<file path="config.mk">
export PLATFORM = sky130hd
export DESIGN_NAME = stopwatch_lap
export DESIGN_NICKNAME = d
export VERILOG_FILES = /design/src/rtl/stopwatch_lap_pkg.sv /design/src/rtl/stopwatch_lap_fifo.sv /design/src/rtl/stopwatch_lap.sv
export SDC_FILE = /design/constraint.sdc
export NUM_CORES = 1
export LEC_CHECK = 0
export ABC_AREA = 1
export CAP_MARGIN = 20
export CORE_UTILIZATION = 45
export DETAILED_ROUTE_END_ITERATION = 7
export PLACE_DENSITY = 0.69
export SLEW_MARGIN = 20
export SYNTH_ARGS = -nofsm -noshare
export SYNTH_HDL_FRONTEND = slang
export SYNTH_SLANG_ARGS = --single-unit
</file>
<file path="constraint.sdc">
create_clock -name Clock -period 3.5 [get_ports Clock]
set_input_delay 0.525 -clock Clock [delete_from_list [all_inputs] [get_ports Clock]]
set_output_delay 0.525 -clock Clock [all_outputs]
set_load 0.05 [all_outputs]
</file>
<file path="src/rtl/stopwatch_lap_pkg.sv">
// Shared field widths, limits, FSM encoding and packing order for the stopwatch core.
// A packed time value is {hours, minutes, seconds, milliseconds}, hours in the MSBs.
package stopwatch_lap_pkg;

    localparam int MS_W       = 10;
    localparam int S_W        = 6;
    localparam int M_W        = 6;
    localparam int SUB_HOUR_W = M_W + S_W + MS_W;

    localparam logic [MS_W-1:0] MS_MAX = 10'd999;
    localparam logic [S_W-1:0]  SM_MAX = 6'd59;

    typedef enum logic [1:0] {
        ST_IDLE   = 2'd0,
        ST_RUN    = 2'd1,
        ST_PAUSED = 2'd2
    } state_t;

    // Lower 22 bits of a packed time; the hours field width is a top-level parameter.
    typedef struct packed {
        logic [M_W-1:0]  m;
        logic [S_W-1:0]  s;
        logic [MS_W-1:0] ms;
    } sub_hour_t;

    function automatic sub_hour_t sat_sub_hour(input sub_hour_t v);
        sub_hour_t r;
        r    = v;
        r.m  = (v.m  > SM_MAX) ? SM_MAX : v.m;
        r.s  = (v.s  > SM_MAX) ? SM_MAX : v.s;
        r.ms = (v.ms > MS_MAX) ? MS_MAX : v.ms;
        return r;
    endfunction

endpackage

</file>
<file path="src/rtl/stopwatch_lap_fifo.sv">
// Synchronous first-word-fall-through FIFO holding captured lap times.
// Head reads as zero while empty; a push into a full FIFO only lands if a pop frees a slot.
module lap_fifo #(
    parameter int WIDTH = 26,
    parameter int DEPTH = 8
) (
    input  logic                     Clock,
    input  logic                     Reset,
    input  logic                     i_flush,
    input  logic                     i_push,
    input  logic                     i_pop,
    input  logic [WIDTH-1:0]         i_data,
    output logic [WIDTH-1:0]         o_data,
    output logic                     o_empty,
    output logic                     o_full,
    output logic [$clog2(DEPTH):0]   o_count
);

    localparam int PTR_W = $clog2(DEPTH);

    logic [WIDTH-1:0] r_mem [DEPTH];
    logic [PTR_W-1:0] r_wr_ptr;
    logic [PTR_W-1:0] r_rd_ptr;
    logic [PTR_W:0]   r_count;
    logic             w_do_pop;
    logic             w_do_push;

    assign o_empty   = (r_count == '0);
    assign o_full    = (r_count == (PTR_W+1)'(DEPTH));
    assign w_do_pop  = i_pop && !o_empty && !i_flush;
    assign w_do_push = i_push && (!o_full || w_do_pop) && !i_flush;
    assign o_data    = o_empty ? '0 : r_mem[r_rd_ptr];
    assign o_count   = r_count;

    always_ff @(posedge Clock or posedge Reset) begin
        if (Reset) begin
            r_wr_ptr <= '0;
            r_rd_ptr <= '0;
            r_count  <= '0;
        end else if (i_flush) begin
            r_wr_ptr <= '0;
            r_rd_ptr <= '0;
            r_count  <= '0;
        end else begin
            if (w_do_push) r_wr_ptr <= r_wr_ptr + 1'b1;
            if (w_do_pop)  r_rd_ptr <= r_rd_ptr + 1'b1;
            if (w_do_push && !w_do_pop)      r_count <= r_count + 1'b1;
            else if (w_do_pop && !w_do_push) r_count <= r_count - 1'b1;
        end
    end

    // NOTE: storage has no reset; the zero-count guard on o_data hides stale contents.
    always_ff @(posedge Clock) begin
        if (w_do_push) r_mem[r_wr_ptr] <= i_data;
    end

endmodule

</file>
<file path="src/rtl/stopwatch_lap.sv">
// Stopwatch/timer core: up or countdown binary H:M:S.ms counters advanced by a 1 ms tick,
// preset load with per-field saturation, and a lap-capture FIFO.
module stopwatch_lap
    import stopwatch_lap_pkg::*;
#(
    parameter int HOURS_W   = 4,
    parameter int HOURS_MAX = 9,
    parameter int LAP_DEPTH = 8,
    parameter int TIME_W    = HOURS_W + SUB_HOUR_W
) (
    input  logic                         Clock,
    input  logic                         Reset,
    input  logic                         Tick_1MSec,
    input  logic                         Start_S,
    input  logic                         Stop_S,
    input  logic                         Reset_S,
    input  logic                         Mode,
    input  logic                         Load_S,
    input  logic [TIME_W-1:0]            Preset_Time,
    input  logic                         Lap_S,
    input  logic                         Lap_Rd,
    output logic [HOURS_W-1:0]           Hours_S,
    output logic [M_W-1:0]               Mins_S,
    output logic [S_W-1:0]               Secs_S,
    output logic [MS_W-1:0]              MSecs_S,
    output logic                         Running,
    output logic                         Done,
    output logic                         Wrap,
    output logic                         Lap_Valid,
    output logic [TIME_W-1:0]            Lap_Time,
    output logic [$clog2(LAP_DEPTH):0]   Lap_Count,
    output logic                         Lap_Ovf
);

    localparam logic [HOURS_W-1:0] H_MAX = HOURS_W'(HOURS_MAX);

    state_t               r_state;
    logic                 r_mode;
    logic                 r_running;
    logic                 r_done;
    logic                 r_wrap;
    logic                 r_ovf;
    logic [HOURS_W-1:0]   r_hours;
    sub_hour_t            r_time;

    logic [HOURS_W-1:0]   w_preset_h;
    sub_hour_t            w_preset_sub;
    logic [HOURS_W-1:0]   w_up_h;
    sub_hour_t            w_up_sub;
    logic [HOURS_W-1:0]   w_dn_h;
    sub_hour_t            w_dn_sub;
    logic                 w_is_zero;
    logic                 w_at_max;
    logic                 w_dn_last;
    logic                 w_start_ok;
    logic                 w_fifo_empty;
    logic                 w_fifo_full;

    always_comb begin
        w_preset_h   = Preset_Time[TIME_W-1 -: HOURS_W];
        w_preset_sub = sat_sub_hour(Preset_Time[SUB_HOUR_W-1:0]);
        if (w_preset_h > H_MAX) w_preset_h = H_MAX;
    end

    // NOTE: every always_comb output gets a default first so no path leaves a latch.
    always_comb begin
        w_up_h      = r_hours;
        w_up_sub    = r_time;
        w_up_sub.ms = r_time.ms + 1'b1;
        if (r_time.ms == MS_MAX) begin
            w_up_sub.ms = '0;
            w_up_sub.s  = r_time.s + 1'b1;
            if (r_time.s == SM_MAX) begin
                w_up_sub.s = '0;
                w_up_sub.m = r_time.m + 1'b1;
                if (r_time.m == SM_MAX) begin
                    w_up_sub.m = '0;
                    w_up_h     = (r_hours == H_MAX) ? '0 : r_hours + 1'b1;
                end
            end
        end
    end

    always_comb begin
        w_dn_h      = r_hours;
        w_dn_sub    = r_time;
        w_dn_sub.ms = r_time.ms - 1'b1;
        if (r_time.ms == '0) begin
            w_dn_sub.ms = MS_MAX;
            w_dn_sub.s  = r_time.s - 1'b1;
            if (r_time.s == '0) begin
                w_dn_sub.s = SM_MAX;
                w_dn_sub.m = r_time.m - 1'b1;
                if (r_time.m == '0) begin
                    w_dn_sub.m = SM_MAX;
                    w_dn_h     = r_hours - 1'b1;
                end
            end
        end
    end

    assign w_is_zero = (r_hours == '0) && (r_time == '0);
    assign w_at_max  = (r_hours == H_MAX) && (r_time.m == SM_MAX) &&
                       (r_time.s == SM_MAX) && (r_time.ms == MS_MAX);
    assign w_dn_last = (r_hours == '0) && (r_time.m == '0) && (r_time.s == '0) &&
                       (r_time.ms == MS_W'(1));
    // Start is honoured only when it is not overridden by a load or stop in the same cycle.
    assign w_start_ok = Start_S && !Stop_S && !Load_S;

    // NOTE: sequential state uses non-blocking assignments; later assignments in the block win.
    always_ff @(posedge Clock or posedge Reset) begin
        if (Reset) begin
            r_state   <= ST_IDLE;
            r_mode    <= 1'b0;
            r_running <= 1'b0;
            r_done    <= 1'b0;
            r_wrap    <= 1'b0;
            r_ovf     <= 1'b0;
            r_hours   <= '0;
            r_time    <= '0;
        end else begin
            r_done <= 1'b0;
            r_wrap <= 1'b0;
            if (Reset_S) begin
                r_state   <= ST_IDLE;
                r_running <= 1'b0;
                r_ovf     <= 1'b0;
                r_hours   <= '0;
                r_time    <= '0;
            end else begin
                if (Lap_S && w_fifo_full && !Lap_Rd) r_ovf <= 1'b1;

                case (r_state)
                    ST_IDLE: begin
                        if (w_start_ok) begin
                            r_mode <= Mode;
                            if (!(Mode && w_is_zero)) begin
                                r_state   <= ST_RUN;
                                r_running <= 1'b1;
                            end
                        end
                    end
                    ST_PAUSED: begin
                        if (w_start_ok && !(r_mode && w_is_zero)) begin
                            r_state   <= ST_RUN;
                            r_running <= 1'b1;
                        end
                    end
                    ST_RUN: begin
                        if (Stop_S) begin
                            r_state   <= ST_PAUSED;
                            r_running <= 1'b0;
                        end
                    end
                    default: begin
                        r_state   <= ST_IDLE;
                        r_running <= 1'b0;
                    end
                endcase

                if (Load_S && r_state != ST_RUN) begin
                    r_hours <= w_preset_h;
                    r_time  <= w_preset_sub;
                end else if (r_state == ST_RUN && Tick_1MSec) begin
                    if (!r_mode) begin
                        r_hours <= w_up_h;
                        r_time  <= w_up_sub;
                        r_wrap  <= w_at_max;
                    end else begin
                        r_hours <= w_dn_h;
                        r_time  <= w_dn_sub;
                        if (w_dn_last) begin
                            r_done    <= 1'b1;
                            r_state   <= ST_IDLE;
                            r_running <= 1'b0;
                        end
                    end
                end
            end
        end
    end

    lap_fifo #(
        .WIDTH (TIME_W),
        .DEPTH (LAP_DEPTH)
    ) u_lap_fifo (
        .Clock   (Clock),
        .Reset   (Reset),
        .i_flush (Reset_S),
        .i_push  (Lap_S),
        .i_pop   (Lap_Rd),
        .i_data  ({r_hours, r_time}),
        .o_data  (Lap_Time),
        .o_empty (w_fifo_empty),
        .o_full  (w_fifo_full),
        .o_count (Lap_Count)
    );

    assign Hours_S   = r_hours;
    assign Mins_S    = r_time.m;
    assign Secs_S    = r_time.s;
    assign MSecs_S   = r_time.ms;
    assign Running   = r_running;
    assign Done      = r_done;
    assign Wrap      = r_wrap;
    assign Lap_Ovf   = r_ovf;
    assign Lap_Valid = !w_fifo_empty;

endmodule

</file>
* After elaboration in Yosys (flattened, before gate mapping) *
Memory sizes are Yosys's and may differ from the RTL's.
Index checks and enable logic that the tools add are counted.

word-level totals
  bits in registers = 43
  RAM bits = 208
  input port bits = 36
  output and inout port bits = 61
  word-level logic and storage cells = 160
  memories = 1

cells by class
  $add $sub $neg = 12
  magnitude comparators = 4
  equality and inequality tests = 12
  muxes and demuxes = 66
  bitwise gates (word level) = 1
  reductions and logical operators = 51

memories
  name              words  width  rd ports  clocked after Yosys merged registers in  write ports  RTL line                  RTL
  u_lap_fifo.r_mem  8      26     1         0                                        1            stopwatch_lap_fifo.sv:21  logic [WIDTH-1:0] r_mem [DEPTH];

operators by type and width
  operator                                                                  number
  22-bit two-way mux                                                        6
  4-bit two-way mux                                                         15
  26-bit two-way mux                                                        1
  12-bit two-way mux                                                        2
  6-bit two-way mux                                                         4
  1-bit logical AND                                                         22
  22-bit logical NOT                                                        1
  1-bit two-way mux                                                         22
  2-bit two-way mux                                                         9
  6-bit by 1-bit adder with 6-bit output (second input constant)            2
  6-bit equality test (second input constant)                               2
  6-bit > comparator (second input constant)                                2
  6-bit logical NOT                                                         2
  3-bit two-way mux                                                         4
  4-bit by 2-bit inequality test with 1-bit output (second input constant)  3
  4-bit nonzero test                                                        3
  6-bit by 1-bit subtractor with 6-bit output (second input constant)       2
  10-bit by 1-bit adder with 10-bit output (second input constant)          1
  10-bit by 1-bit equality test with 1-bit output (second input constant)   1
  10-bit equality test (second input constant)                              1
  10-bit > comparator (second input constant)                               1
  10-bit logical NOT                                                        1
  10-bit two-way mux                                                        1
  10-bit by 1-bit subtractor with 10-bit output (second input constant)     1
  other kinds (20)                                                          37

* Logic depth before layout (Yosys ltp) *
Gate-level depths: netlist (run 1).

  depth after elaboration = 12
  mapped depth = 13
  depth with buffers taken out = 13

* By module *
From an unflattened synthesis (run 1), not the netlist that was laid out.

unflattened totals
  cell total of the unflattened synthesis = 1247
  area total of the unflattened synthesis = 12269.3 um^2

by module, submodules not included
  module         times used  cells an instance  area an instance (um^2)  seq. area each (um^2)
  lap_fifo       1           687                8888.5                   6496.2
  stopwatch_lap  1           560                3380.7                   825.8

* Least setup slack after synthesis (run 1) *
OpenSTA, ideal clock, no wires.

  kind = register to output
  start point = reg u_lap_fifo.r_count[1] (netlist: u_lap_fifo.o_count[1])
  end point = out Lap_Time[16]
  arrival = 2.596 ns
  required time = 2.975 ns
  setup slack = 0.379 ns
  stages on the path, launching flop included = 7
  path buffers = 2
  path through = dfrtp_1 > inv_1 > nand3_1 > buf_2 > clkbuf_1 > o21ai_0 > nor2_1

between the ends
  longest elaborated chain between the ends = 2

ends and longest elaborated chain
  item                    RTL line                  RTL
  start, declared         stopwatch_lap_fifo.sv:24  logic [PTR_W:0] r_count;
  start signal, assigned  stopwatch_lap_fifo.sv:47  if (w_do_push && !w_do_pop) r_count <= r_count + 1'b1;
  start signal, assigned  stopwatch_lap_fifo.sv:48  else if (w_do_pop && !w_do_push) r_count <= r_count - 1'b1;
  4-bit logical NOT       stopwatch_lap_fifo.sv:28  assign o_empty = (r_count == '0);
  26-bit two-way mux      stopwatch_lap_fifo.sv:32  assign o_data = o_empty ? '0 : r_mem[r_rd_ptr];
  end, declared           stopwatch_lap.sv:30       output logic [TIME_W-1:0] Lap_Time,

Every way passes these cells.

* Final worst setup path (run 1) *
  start point = reg u_lap_fifo.r_rd_ptr[0]
  end point = out Lap_Time[18]

between the ends
  longest elaborated chain between the ends = 2

ends and longest elaborated chain
  item                    RTL line                  RTL
  start, declared         stopwatch_lap_fifo.sv:23  logic [PTR_W-1:0] r_rd_ptr;
  start signal, assigned  stopwatch_lap_fifo.sv:46  if (w_do_pop) r_rd_ptr <= r_rd_ptr + 1'b1;
  memory read 8 x 26 bit  --
  26-bit two-way mux      stopwatch_lap_fifo.sv:32

Every way passes these cells.

==> results.md, run 1 <==
* Adder-Cell Fraction of Synth Area at 2.01%
* Ports at 97
* Initial antenna violation count at 0
* Status: finished clean
* CP arrival at 2640 ps
* DR vias at 9407
* CP dominant cell by count: nor2_1
* Post-CTS Setup Bufs at 0
* Slew Limit Fails at 0
* CTS tree: yes
* Num CTS Buffers at 25
* WP buf/inv at 2
* Initial drt markers at 854
* Clock Tree Buf Depth at 3
* EDFF count, synth at 208
* WS Path Type: register to primary output
* GR Overflow Total at 0
* Wirelength per Cell at 17.9 um
* Post-synthesis mux area share at 0%
* Largest family of logic cells by synthesized area: simple AND/OR/NAND/NOR gates
* RSZ-0062 raised after global routing: no
* Critical path cell sequence: buf_4, nor2_1, o32ai_1, nor2_1, nor2_1, buf_12
* Die width at 167 um
* Critical-path top delay cell: dfrtp_2
* Max-cap viol count at 0
* Inserted Diodes at 0
* Core area at 0.0264 mm^2
* Largest net degree at the start of global routing at 63
* Initial Utilization at 46.3%
* Seq/Total Area, Yosys at 60.0%
* Final Non-Filler Cells at 1693
* H-tree Lvls at 1
* Final hold vios at 0
* Post-CTS Resized at 0
* # placed instances at 1648
* Post-DRT Antenna Nets at 0
* Top delay family on crit path: flip-flops
* Startpoint Class: register
* Syn_area_per_cell at 9.84 um^2
* Synth warn at 0
* IO Port Bufs at 96
* Peak supply drop at 0.000362 V
* Slew @ Worst Pin at 739 ps
* Critical Path RT at 2970 ps
* Post-synthesis xor/xnor area fraction at 0.646%
* CTS sink cnt at 251
* Crit-path max FO at 29
* Yosys cell types at 40
* RePlAce Congestion at 0.857
* Total Wirelength at 30300 um
* Synthesized Nets at 1295
* Fmax at 316 MHz
* Worst skew pair latency at 520 ps
* Vias in the first global route at 9138
* Via density per instance at 5.56
* Pwr/cell area at 734 mW/mm^2
* Endpoints failing setup at 0
* Netlist Area Pre-Place at 0.0122 mm^2
* Fin nets at 1395
* Cells after synthesis at 1240
* Syn-to-layout area delta at 21.2%
* Site Rows at 59
* CP peak stage delay at 720 ps
* Compound-Gate Fraction of Synth Area at 10.1%
* Pre-Repair DR Iteration Count at 6
* Die ar. at 0.0278 mm^2
* Die outline height at 167 um
* Tmin final at 3170 ps
* Clock-pin slew on the worst setup and hold paths at 60 ps
* Simple-gate share of the synthesized area at 22.4%
* Slew margin rel. at 50.7%
* Leak at 0.00573 uW
* Total GRT Usage at 21.7%
* Post-CTS Hold Buffers at 0
* Fin Setup TNS at 0 ps
* Post-DP Area at 0.0139 mm^2
* Worst setup EP type: primary output
* Post-route cell area at 0.0148 mm^2
* Setup Skew at 10.9 ps
* FFs w/ async S/R, synth at 17.1%
* Final period util at 90.5%
* Root Driver: clkbuf_16
* Global-route wire length before repair at 48100 um
* Top FF cell, synth: edfxtp_1
* Register bit total from synthesis at 251
* Share of cells above drive strength 1 at 12.4%
* Detail Placement HPWL at 19300 um
* Drt drc at 0
* Worst min path class: primary input to asynchronous set/reset pin
-- placed cells by master (no fill, tap or decap), types with 18 or more instances in the layout --
| master | n |
|---|---|
| nor2_1 | 270 |
| edfxtp_1 | 208 |
| nand2_1 | 203 |
| o21ai_0 | 105 |
| nand3_1 | 90 |
| clkdlybuf4s50_1 | 70 |
| inv_1 | 64 |
| o32ai_1 | 52 |
| dfrtp_1 | 41 |
| buf_12 | 32 |
| buf_4 | 29 |
| clkbuf_16 | 25 |
| a21oi_1 | 18 |
| ha_1 | 18 |
-- flip-flops by register name (all words and copies together), names as in the netlist --
| name | count |
|---|---|
| u_lap_fifo.r_mem | 208 |
| MSecs_S | 10 |
| Mins_S | 6 |
| Secs_S | 6 |
| Hours_S | 4 |
| u_lap_fifo.o_count | 4 |
| u_lap_fifo.r_rd_ptr | 3 |
| u_lap_fifo.r_wr_ptr | 3 |
| r_state | 2 |
| Done | 1 |
| Lap_Ovf | 1 |
| Running | 1 |
| Wrap | 1 |
| r_mode | 1 |
-- area by class of cell --
| cell class | instances | area (um^2) |
|---|---|---|
| clock inverter | 16 | 215 |
| tap | 335 | 419 |
| clock buffer | 29 | 661 |
| inverter | 79 | 297 |
| fill | 2237 | 11600 |
| multi-input combinational | 852 | 4310 |
| sequential | 251 | 7320 |
| timing repair buffer | 131 | 1560 |
-- layer usage --
layer	vias up	track usage [%]	share of wire, %
met4	0	5.72	1.9
met5	-	0	0
met2	380	37.1	48
met1	4490	29.2	43
li1	4494	-	-
met3	43	3.07	7.5
-- metrics by stage --
step                power (uW)  utilization (%)  hold slack (ps)  setup slack (ps)
global route             11300             56.1              471               237
CTS                      10900             56.1              426               321
finish                   10900             56.1              409               332
detailed placement        8060             52.8              491               753
global placement          8020             52.8              492               833
floorplan                 6350                -              549               379
-- kinds of logic (layout without fill, tap and decap cells) --
| logic type | count (synthesis) | in the layout |
|---|---|---|
| AO/OA/AOI/OAI | 197 | 197 |
| XOR/XNOR | 9 | 9 |
| adder cells (fa/ha/maj) | 19 | 19 |
| buffers and inverters | 137 | 255 |
| flip-flops | 251 | 251 |
| AND/OR/NAND/NOR | 627 | 627 |
-- cell usage after synthesis, types with 18 or more instances --
| library cell | instances | area, um^2 |
|---|---|---|
| nand3_1 | 90 | 450 |
| buf_2 | 18 | 90.1 |
| inv_1 | 65 | 244 |
| nand2_1 | 203 | 762 |
| o32ai_1 | 52 | 455 |
| dfrtp_1 | 43 | 1080 |
| a21oi_1 | 18 | 90.1 |
| edfxtp_1 | 208 | 6250 |
| nor2_1 | 278 | 1040 |
| clkbuf_1 | 25 | 93.8 |
| ha_1 | 18 | 225 |
| o21ai_0 | 105 | 526 |
-- power by group --
part | total, uW | switching [uW] | internal (uW) | leakage, uW
clock network | 2840 | 1120 | 1720 | 0.000427
logic | 4200 | 2590 | 1620 | 0.00282
registers | 3810 | 323 | 3490 | 0.00248
-- path summary, 6_finish.rpt --
check                                  startpoint      endpoint  slack [ps]  cells after the start
max                        u_lap_fifo.r_rd_ptr[0]  Lap_Time[18]         330                      6
min                                         Reset    Hours_S[1]         410                      2
max reg2reg                            MSecs_S[1]     Mins_S[4]        1070                      8
min reg2reg                             Secs_S[0]     Secs_S[0]         510                      2
max in group asynchronous                   Reset     Secs_S[4]        2410                      3
min in group Clock                      Secs_S[0]     Secs_S[0]         510                      2
-- worst reg2reg max path, stage by stage (launching register included) --
cell and delay, ps:
dfrtp_1 670, ha_1 270, nand2_1 90, nor2_1 180, nand3_2 350, nand2_2 260, nand4_1 300, nand2_1 140
nand2_1 80
Power figures use the tool's default switching activity.
==> inputs of run 2 (changes only) <==
--- a/config.mk
+++ b/config.mk
@@ -7,9 +7,11 @@
 export LEC_CHECK = 0
 export ABC_AREA = 1
 export CAP_MARGIN = 20
+export CORE_ASPECT_RATIO = 0.8
 export CORE_UTILIZATION = 45
 export DETAILED_ROUTE_END_ITERATION = 7
 export PLACE_DENSITY = 0.69
+export RECOVER_POWER = 25
 export SLEW_MARGIN = 20
 export SYNTH_ARGS = -nofsm -noshare
 export SYNTH_HDL_FRONTEND = slang
==> run 2 against run 1 <==
Net effect: register-to-register slack worse by 90 ps; count of clock-buffer cells in the layout is 1 higher; cell count is 1.2% higher; via count is 1.2% lower; power is 0.90% lower; largest cell class unchanged.
==> results.md, run 2 (synthesis results as in run 1) <==
* Status: finished clean
* Largest net degree at the start of global routing at 81
* Core area at 0.0265 mm^2
* IO Port Bufs at 96
* Reg-to-reg slack, setup at 980 ps
* Endpoint of the worst register-to-register path: MSecs_S[7]
* Max reg flops at 208
* Fin nets at 1392
* Post-CTS Hold Buffers at 0
* RePlAce Congestion at 0.879
* Setup Skew at 25.8 ps
* CP peak stage delay at 870 ps
* Endpoints failing setup at 0
* Commonest cells after routing, fill and taps aside: nor2_1, edfxtp_1, nand2_1, o21ai_0, nand3_1
* # placed instances at 1667
* Die outline height at 149 um
* H-tree Lvls at 1
* Post-CTS Resized at 0
* Clock-pin slew on the worst setup and hold paths at 60 ps
* Die width at 186 um
* Peak supply drop at 0.000482 V
* Inserted Diodes at 0
* Global-route wire length before repair at 48100 um
* Worst min path class: primary input to asynchronous set/reset pin
* Critical path cell sequence: buf_4, o21ai_0, o32ai_1, nor2_1, nor2_1, buf_12
* Share of cells above drive strength 1 at 11.2%
* Total GRT Usage at 22.3%
* Site Rows at 53
* Critical-path top delay cell: dfrtp_2
* Root Driver: clkbuf_16
* Total Wirelength at 30200 um
* Crit path launch: u_lap_fifo.r_rd_ptr[1]
* Syn-to-layout area delta at 20.1%
* Initial drt markers at 896
* Initial Utilization at 46.1%
* Num CTS Buffers at 25
* Slew @ Worst Pin at 859 ps
* Via density per instance at 5.42
* RSZ-0062 raised after global routing: no
* CP arrival at 2700 ps
* CTS tree: yes
* Pwr/cell area at 734 mW/mm^2
* CP dominant cell by count: nor2_1
* Post-CTS Setup Bufs at 0
* Tmin final at 3230 ps
* Worst skew pair latency at 550 ps
* Power Total at 10800 uW
* DR vias at 9292
* Final Non-Filler Cells at 1713
* Final hold vios at 0
* Final period util at 92.2%
* Most common cell after layout, fill and taps aside: nor2_1
* Die ar. at 0.0278 mm^2
* Max-cap viol count at 0
* Slew Limit Fails at 0
* WS Path Type: register to primary output
* Detail Placement HPWL at 19600 um
* Startpoint Class: register
* GR Overflow Total at 0
* R2R cell count at 11
* Worst setup EP type: primary output
* CTS sink cnt at 251
* Slew margin rel. at 42.8%
* Fin Setup TNS at 0 ps
* Wirelength per Cell at 17.6 um
* Worst flop-to-flop path startpoint: MSecs_S[0]
* Top reg by flops: u_lap_fifo.r_mem
* Vias in the first global route at 8896
* Drt drc at 0
* Critical Path RT at 2970 ps
* Crit-path max FO at 45
* Fmax at 310 MHz
* Post-DRT Antenna Nets at 0
* Leak at 0.00562 uW
* Pre-Repair DR Iteration Count at 5
* Initial antenna violation count at 0
* Layout fillers at 2268
* Ports at 97
* Clock Tree Buf Depth at 3
-- run 2: cell count changes in the layout (fill, tap and decap cells not counted), moves of 2 or more --
cell and delta:
clkbuf_1 +12, clkinv_1 +2, clkbuf_8 -2, buf_4 -8, bufinv_16 -2, buf_12 -4
-- run 2: through the flow --
stage                     setup WS, ps  cell area (um^2)  hold WS [ps]  utilization (%)
after floorplan                    379             12200           549                -
after global placement             723             13900           492             52.4
after detailed placement           613             13900           490             52.4
after CTS                          256             14700           509             55.5
after global routing               156             14700           537             55.4
final                              272             14700           442             55.4
-- run 2: final cells by class --
| class | instances | area [um^2] | area share, % |
|---|---|---|---|
| multi-input cells | 852 | 4310 | 29.4 |
| inverters | 79 | 298 | 2.03 |
| well taps | 357 | 447 | 3.05 |
| clock inverters | 16 | 180 | 1.23 |
| clock buffers | 30 | 644 | 4.40 |
| repair buffers | 128 | 1450 | 9.91 |
| flip-flops and latches | 251 | 7320 | 50.0 |
-- run 2: worst max-delay path by stage --
stage / endpoint / slack [ps] / depth (start not counted)
floorplan: Lap_Time[16] / 380 / 6
global placement: u_lap_fifo.o_count[3] / 720 / 12
detailed placement: u_lap_fifo.o_count[3] / 610 / 12
CTS: Lap_Time[25] / 260 / 6
global route: Lap_Time[24] / 160 / 6
finish: Lap_Time[25] / 270 / 6
-- run 2: worst max-delay path: cells and delay by family (launching register included) --
| kind | cells | cell delay [ps] |
|---|---|---|
| flops | 1 | 870 |
| buf+inv | 2 | 560 |
| simple gates | 2 | 400 |
| compound gates | 2 | 320 |
-- run 2: power by group --
group	switching (uW)	internal [uW]	leakage, uW
Sequential	309	3490	0.00248
Clock	1150	1550	0.000393
Combinational	2640	1620	0.00275
Total	4100	6650	0.00562
-- run 2: metal layers --
layer	up-vias	share of wire, %	global-route usage, %	wire length [um]
met2	301	46	35.7	14000
met5	-	0	0	0
met3	42	6.2	3.05	1890
met4	0	2.0	5.90	591
met1	4459	46	32.0	13700
li1	4490	-	-	-
==> inputs of run 3 (changes only) <==
--- a/config.mk
+++ b/config.mk
@@ -10,6 +10,7 @@
 export CORE_ASPECT_RATIO = 0.8
 export CORE_UTILIZATION = 45
 export DETAILED_ROUTE_END_ITERATION = 7
+export GPL_TIMING_DRIVEN = 0
 export PLACE_DENSITY = 0.69
 export RECOVER_POWER = 25
 export SLEW_MARGIN = 20
==> run 3 against run 2 <==
Net effect: die area unchanged; sequential share of layout area about the same; register-to-register slack got worse by 120 ps; power decreased by 6.3%; combinational power decreased by 12%; critical path depth increased by 2; worst hold slack got worse by 150 ps; critical path type unchanged.
==> results.md, run 3 (synthesis results as in run 1) <==
* Share of cells above drive strength 1 at 10.1%
* Post-DRT Antenna Nets at 0
* RSZ-0062 raised after global routing: no
* Num CTS Buffers at 26
* Inserted Diodes at 0
* Post-CTS Setup Bufs at 0
* Tmin final at 3380 ps
* Initial drt markers at 802
* Slew @ Worst Pin at 1310 ps
* CP arrival at 2860 ps
* Hold Path Depth at 2
* Peak supply drop at 0.000418 V
* Die width at 186 um
* WS Path Type: register to primary output
* WHS Endpoint: Done
* Total GRT Usage at 24.1%
* Pre-Repair DR Iteration Count at 5
* Worst setup EP type: primary output
* Die outline height at 149 um
* CTS tree: yes
* Vias in the first global route at 9175
* Die ar. at 0.0278 mm^2
* Power Total at 10100 uW
* Slew margin rel. at 12.9%
* Most common cell after layout, fill and taps aside: nor2_1
* Global-route wire length before repair at 50800 um
* CP peak stage delay at 520 ps
* Crit-path max FO at 10
* R2R cell count at 9
* Max-cap viol count at 0
* Fmax at 296 MHz
* Fin Setup TNS at 0 ps
* DR vias at 9542
* Final hold vios at 0
* Max reg flops at 208
* GR Overflow Total at 0
* Slew Limit Fails at 0
* Fin nets at 1427
* Reg-to-reg slack, setup at 860 ps
* RePlAce Congestion at 0.895
* Ports at 97
* Endpoints failing setup at 0
* Top reg by flops: u_lap_fifo.r_mem
* Worst min path class: primary input to register
* Critical-path top delay cell: clkdlybuf4s15_1
* Worst skew pair latency at 540 ps
* Root Driver: clkbuf_16
* Post-DP Area at 0.0139 mm^2
* Startpoint Class: register
* Post-CTS Hold Buffers at 0
* Critical Path RT at 2970 ps
* Critical path cell sequence: buf_4, buf_4, buf_2, nor2_1, o32ai_1, o21ai_0, nor2_1, clkdlybuf4s15_1
* Wirelength per Cell at 18.7 um
* HP Start: Reset_S
* Status: finished clean
* Drt drc at 0
* Clock Tree Buf Depth at 3
* Detail Placement HPWL at 22900 um
* Site Rows at 53
* CTS sink cnt at 251
* Largest net degree at the start of global routing at 23
* Endpoint of the worst register-to-register path: u_lap_fifo.r_mem[0][20]
* Leak at 0.00568 uW
* Clock-pin slew on the worst setup and hold paths at 60 ps
* Setup Skew at 12.2 ps
* Post-route cell area at 0.0146 mm^2
* IO Port Bufs at 95
* Initial antenna violation count at 0
* Total Wirelength at 32600 um
* Worst flop-to-flop path startpoint: u_lap_fifo.o_count[2]
* Commonest cells after routing, fill and taps aside: nor2_1, edfxtp_1, nand2_1, o21ai_0, nand3_1
* H-tree Lvls at 1
* Initial Utilization at 46.1%
* Via density per instance at 5.46
* Final period util at 96.6%
* Layout fillers at 2295
* Pwr/cell area at 689 mW/mm^2
* Syn-to-layout area delta at 20.0%
* Core area at 0.0265 mm^2
run 3: cell types whose count changed in the layout (fill, tap and decap cells not counted), moves of 4 or more:
cell | previous run | this run
buf_2 | 0 | 19
clkbuf_1 | 14 | 25
buf_12 | 28 | 0
dlygate4sd2_1 | 0 | 25
buf_4 | 21 | 6
buf_1 | 0 | 4
nor2_2 | 14 | 6
buf_6 | 0 | 4
clkbuf_2 | 0 | 6
buf_16 | 0 | 8
nor2_4 | 10 | 18
run 3: worst max-delay path: cells and delay by family, from the launching register on:
kind / cells / cell delay [ps]
and+or+nand+nor: 2 / 260
AOI/OAI and AO/OA: 2 / 450
buffers and inverters: 4 / 1210
DFF: 1 / 400
run 3: metrics by stage:
stage	hold slack, ps	util (%)	setup WS (ps)	cells
after floorplan	549	-	379	1240
after global placement	508	51.4	-807	1692
after detailed placement	493	52.5	212	1701
after CTS	285	55.4	83.4	1747
after global routing	306	55.3	0.340	1747
final	296	55.3	120	1747
run 3: worst max-delay path by stage:
stage | start | to | depth (start not counted)
6_report | u_lap_fifo.r_rd_ptr[0] | Lap_Time[22] | 8
5_1_grt | u_lap_fifo.r_rd_ptr[0] | Lap_Time[23] | 9
4_1_cts | u_lap_fifo.r_rd_ptr[0] | Lap_Time[22] | 8
3_5_place_dp | u_lap_fifo.r_rd_ptr[1] | Lap_Time[22] | 7
3_3_place_gp | Lap_Rd | u_lap_fifo.r_mem[7][16] | 7
2_1_floorplan | u_lap_fifo.o_count[1] | Lap_Time[16] | 6
run 3: area by class of cell:
type                    instances  area, um^2  area share, %
plain buffers                  58         302           2.06
clock buffers                  31         669           4.57
clock inverters                15         110          0.752
inverters                      79         297           2.03
multi-input cells             852        4350           29.7
flip-flops and latches        251        7320           50.0
well taps                     357         447           3.05
repair buffers                104        1140           7.81
run 3: report_power, final:
group          internal (uW)  switching (uW)
clock                   1440            1130
combinational           1090            2640
sequential              3490             290
run 3: repair_timing:
item	4_1_cts	5_1_grt
resized for setup	33	1
endpoints found under the setup margin	26	1
gates cloned	0	0
endpoints found under the hold margin	0	0
run 3: layer usage:
metal  routed length (um)  GRT usage, %  vias up
met5                    0             0        -
met4                  588          5.49        0
met3                 2370          3.71       45
li1                     -             -     4571
met1                14600          34.4     4556
met2                15100          38.7      370
==> patch (flow settings as in run 2) <==
Encoding of `state_t`: now one-hot (3 bits for 3 states).
--- a/src/rtl/stopwatch_lap_pkg.sv
+++ b/src/rtl/stopwatch_lap_pkg.sv
@@ -10,10 +10,10 @@
     localparam logic [MS_W-1:0] MS_MAX = 10'd999;
     localparam logic [S_W-1:0]  SM_MAX = 6'd59;
 
-    typedef enum logic [1:0] {
-        ST_IDLE   = 2'd0,
-        ST_RUN    = 2'd1,
-        ST_PAUSED = 2'd2
+    typedef enum logic [2:0] {
+        ST_IDLE   = 3'b001,
+        ST_RUN    = 3'b010,
+        ST_PAUSED = 3'b100
     } state_t;
 
     // Lower 22 bits of a packed time; the hours field width is a top-level parameter.
Check against the original RTL: no difference found for any inputs over 4 cycles, from zero or initial values and one cycle with Reset high; so few cycles prove little.
==> patch against run 2 <==
The run now ends with capacitance limit, slew limit left. Sequential power about the same. Register-to-register slack worse by 50 ps. Setup slack improved by 75 ps. Cell count grew 2.8%. Synthesized area rose by 2.0%. Cell area rose by 1.1%. Routed wire length rose by 6.5%. Sequential share of layout area is 0.38 points lower. Critical path depth up 1. Sequential cell count grew 1. Clock skew is 13 ps lower. Clock power is 6% lower. Total power is 3.3% lower. Largest power group unchanged. Highest routed layer unchanged.
==> patch: results (changes against run 2) <==
Logic synthesis
  • Synth top area cells: edfxtp_1 (50%), nor2_1 (9.1%), dfrtp_1 (8.7%), nand2_1 (6.6%), o21ai_0 (4.2%) (was edfxtp_1 (51%), dfrtp_1 (8.8%), nor2_1 (8.6%), nand2_1 (6.2%), o21ai_0 (4.3%))
  • Post-synthesis sequential area ratio: 59.1% (was 60.0%)
  • Post-synth ARST share: 17.5% (was 17.1%)
  • Top cells by count, synth: nor2_1 (301), nand2_1 (220), edfxtp_1 (208) (was nor2_1 (278), edfxtp_1 (208), nand2_1 (203))

Placed design
  • Post-placement cell count: 1719 (was 1667)
  • Pre-CTS WS: 707 ps (was 613 ps)
  • Routability cong.: 0.871 (was 0.879)
  • Placed cell areas: 14100 um2 (was 13900 um2)

Finish
  • Layout cells sized above 1: 10.7% (was 11.2%)
  • Final #Nets: 1438 (was 1392)

Power and ir drop
  • Max VDD drop: 0.000453 V (was 0.000482 V)
  • Pleak: 5.76 nW (was 5.62 nW)
  • Total power draw: 10.4 mW (was 10.8 mW)
  • Sequential share of power: 36.4% (was 35.3%)

Status
  • Status: finished, violations left (was completed)
  • Failing checks: capacitance limit, slew limit

Critical path
  • Worst Path Arrival: 2630 ps (was 2700 ps)
  • R2R setup slack: 930 ps (was 980 ps)
  • Worst Path Max Fanout: 58 (was 45)

Run
  • Max cap viols: 1 (was 0)

Timing
  • Max-slew violation count: 45 (was 0)
  • Slew at the pin with the worst max-slew slack: 2170 ps (was 859 ps)

GRT
  • GRT Util Overall: 23.0% (was 22.3%)
  • Pin count of the biggest net entering global routing: 62 (was 81)

Clock network
  • CTS buffer count: 26 (was 25)

Route
  • DRT iter0 DRCs: 972 (was 896)
  • Total Wirelength: 32200 um (was 30200 um)
-- patch: changes by cell type in the layout (fill, tap and decap cells not counted), sizes merged, moves of 3 or more --
cell,before,now
clkbuf,39,36
nand3,95,88
nand2,211,230
nor2,295,316
nand3b,2,6
buf,49,55
xor2,6,9
nand4,15,20
o21ai,112,115
o211ai,5,2
-- patch: kinds of logic (layout without fill, tap and decap cells) --
logic type,Yosys count,after routing,share of synthesized area (%)
simple gates,670,670,23.4
flops,252,252,59.1
compound gates,193,193,9.53
buf+inv,144,251,5.17
fa+ha+maj,19,19,1.97
xor+xnor,12,12,0.845
-- patch: routing by layer --
metal	up-vias	track usage (%)	share of wire, %
met5	-	0	0
met4	0	5.16	1.9
met3	50	3.99	7.5
met2	418	36.7	45
met1	4748	32.8	45
li1	4628	-	-
-- patch: worst max-delay path by stage --
stage | from | end | slack (ps) | depth (start not counted)
final | u_lap_fifo.r_rd_ptr[0]$_DFFE_PP0P_ | Lap_Time[14] | 350 | 7
after global routing | u_lap_fifo.r_rd_ptr[0]$_DFFE_PP0P_ | Lap_Time[14] | 250 | 7
after CTS | u_lap_fifo.r_rd_ptr[0]$_DFFE_PP0P_ | Lap_Time[14] | 340 | 7
after detailed placement | Reset_S | u_lap_fifo.o_count[3]$_DFFE_PP0P_ | 710 | 13
after global placement | Reset_S | u_lap_fifo.o_count[3]$_DFFE_PP0P_ | 770 | 13
after floorplan | u_lap_fifo.o_count[1]$_DFFE_PP0P_ | Lap_Time[16] | 360 | 6
-- patch: area by class of cell --
class	instances	area, um2	share of cell area (%)
timing repair buffer	130	1480	10.0
clock inverter	11	91.3	0.616
tap	364	455	3.07
clock buffer	31	669	4.52
sequential	252	7350	49.6
inverter	79	299	2.02
multi-input combinational	894	4470	30.2
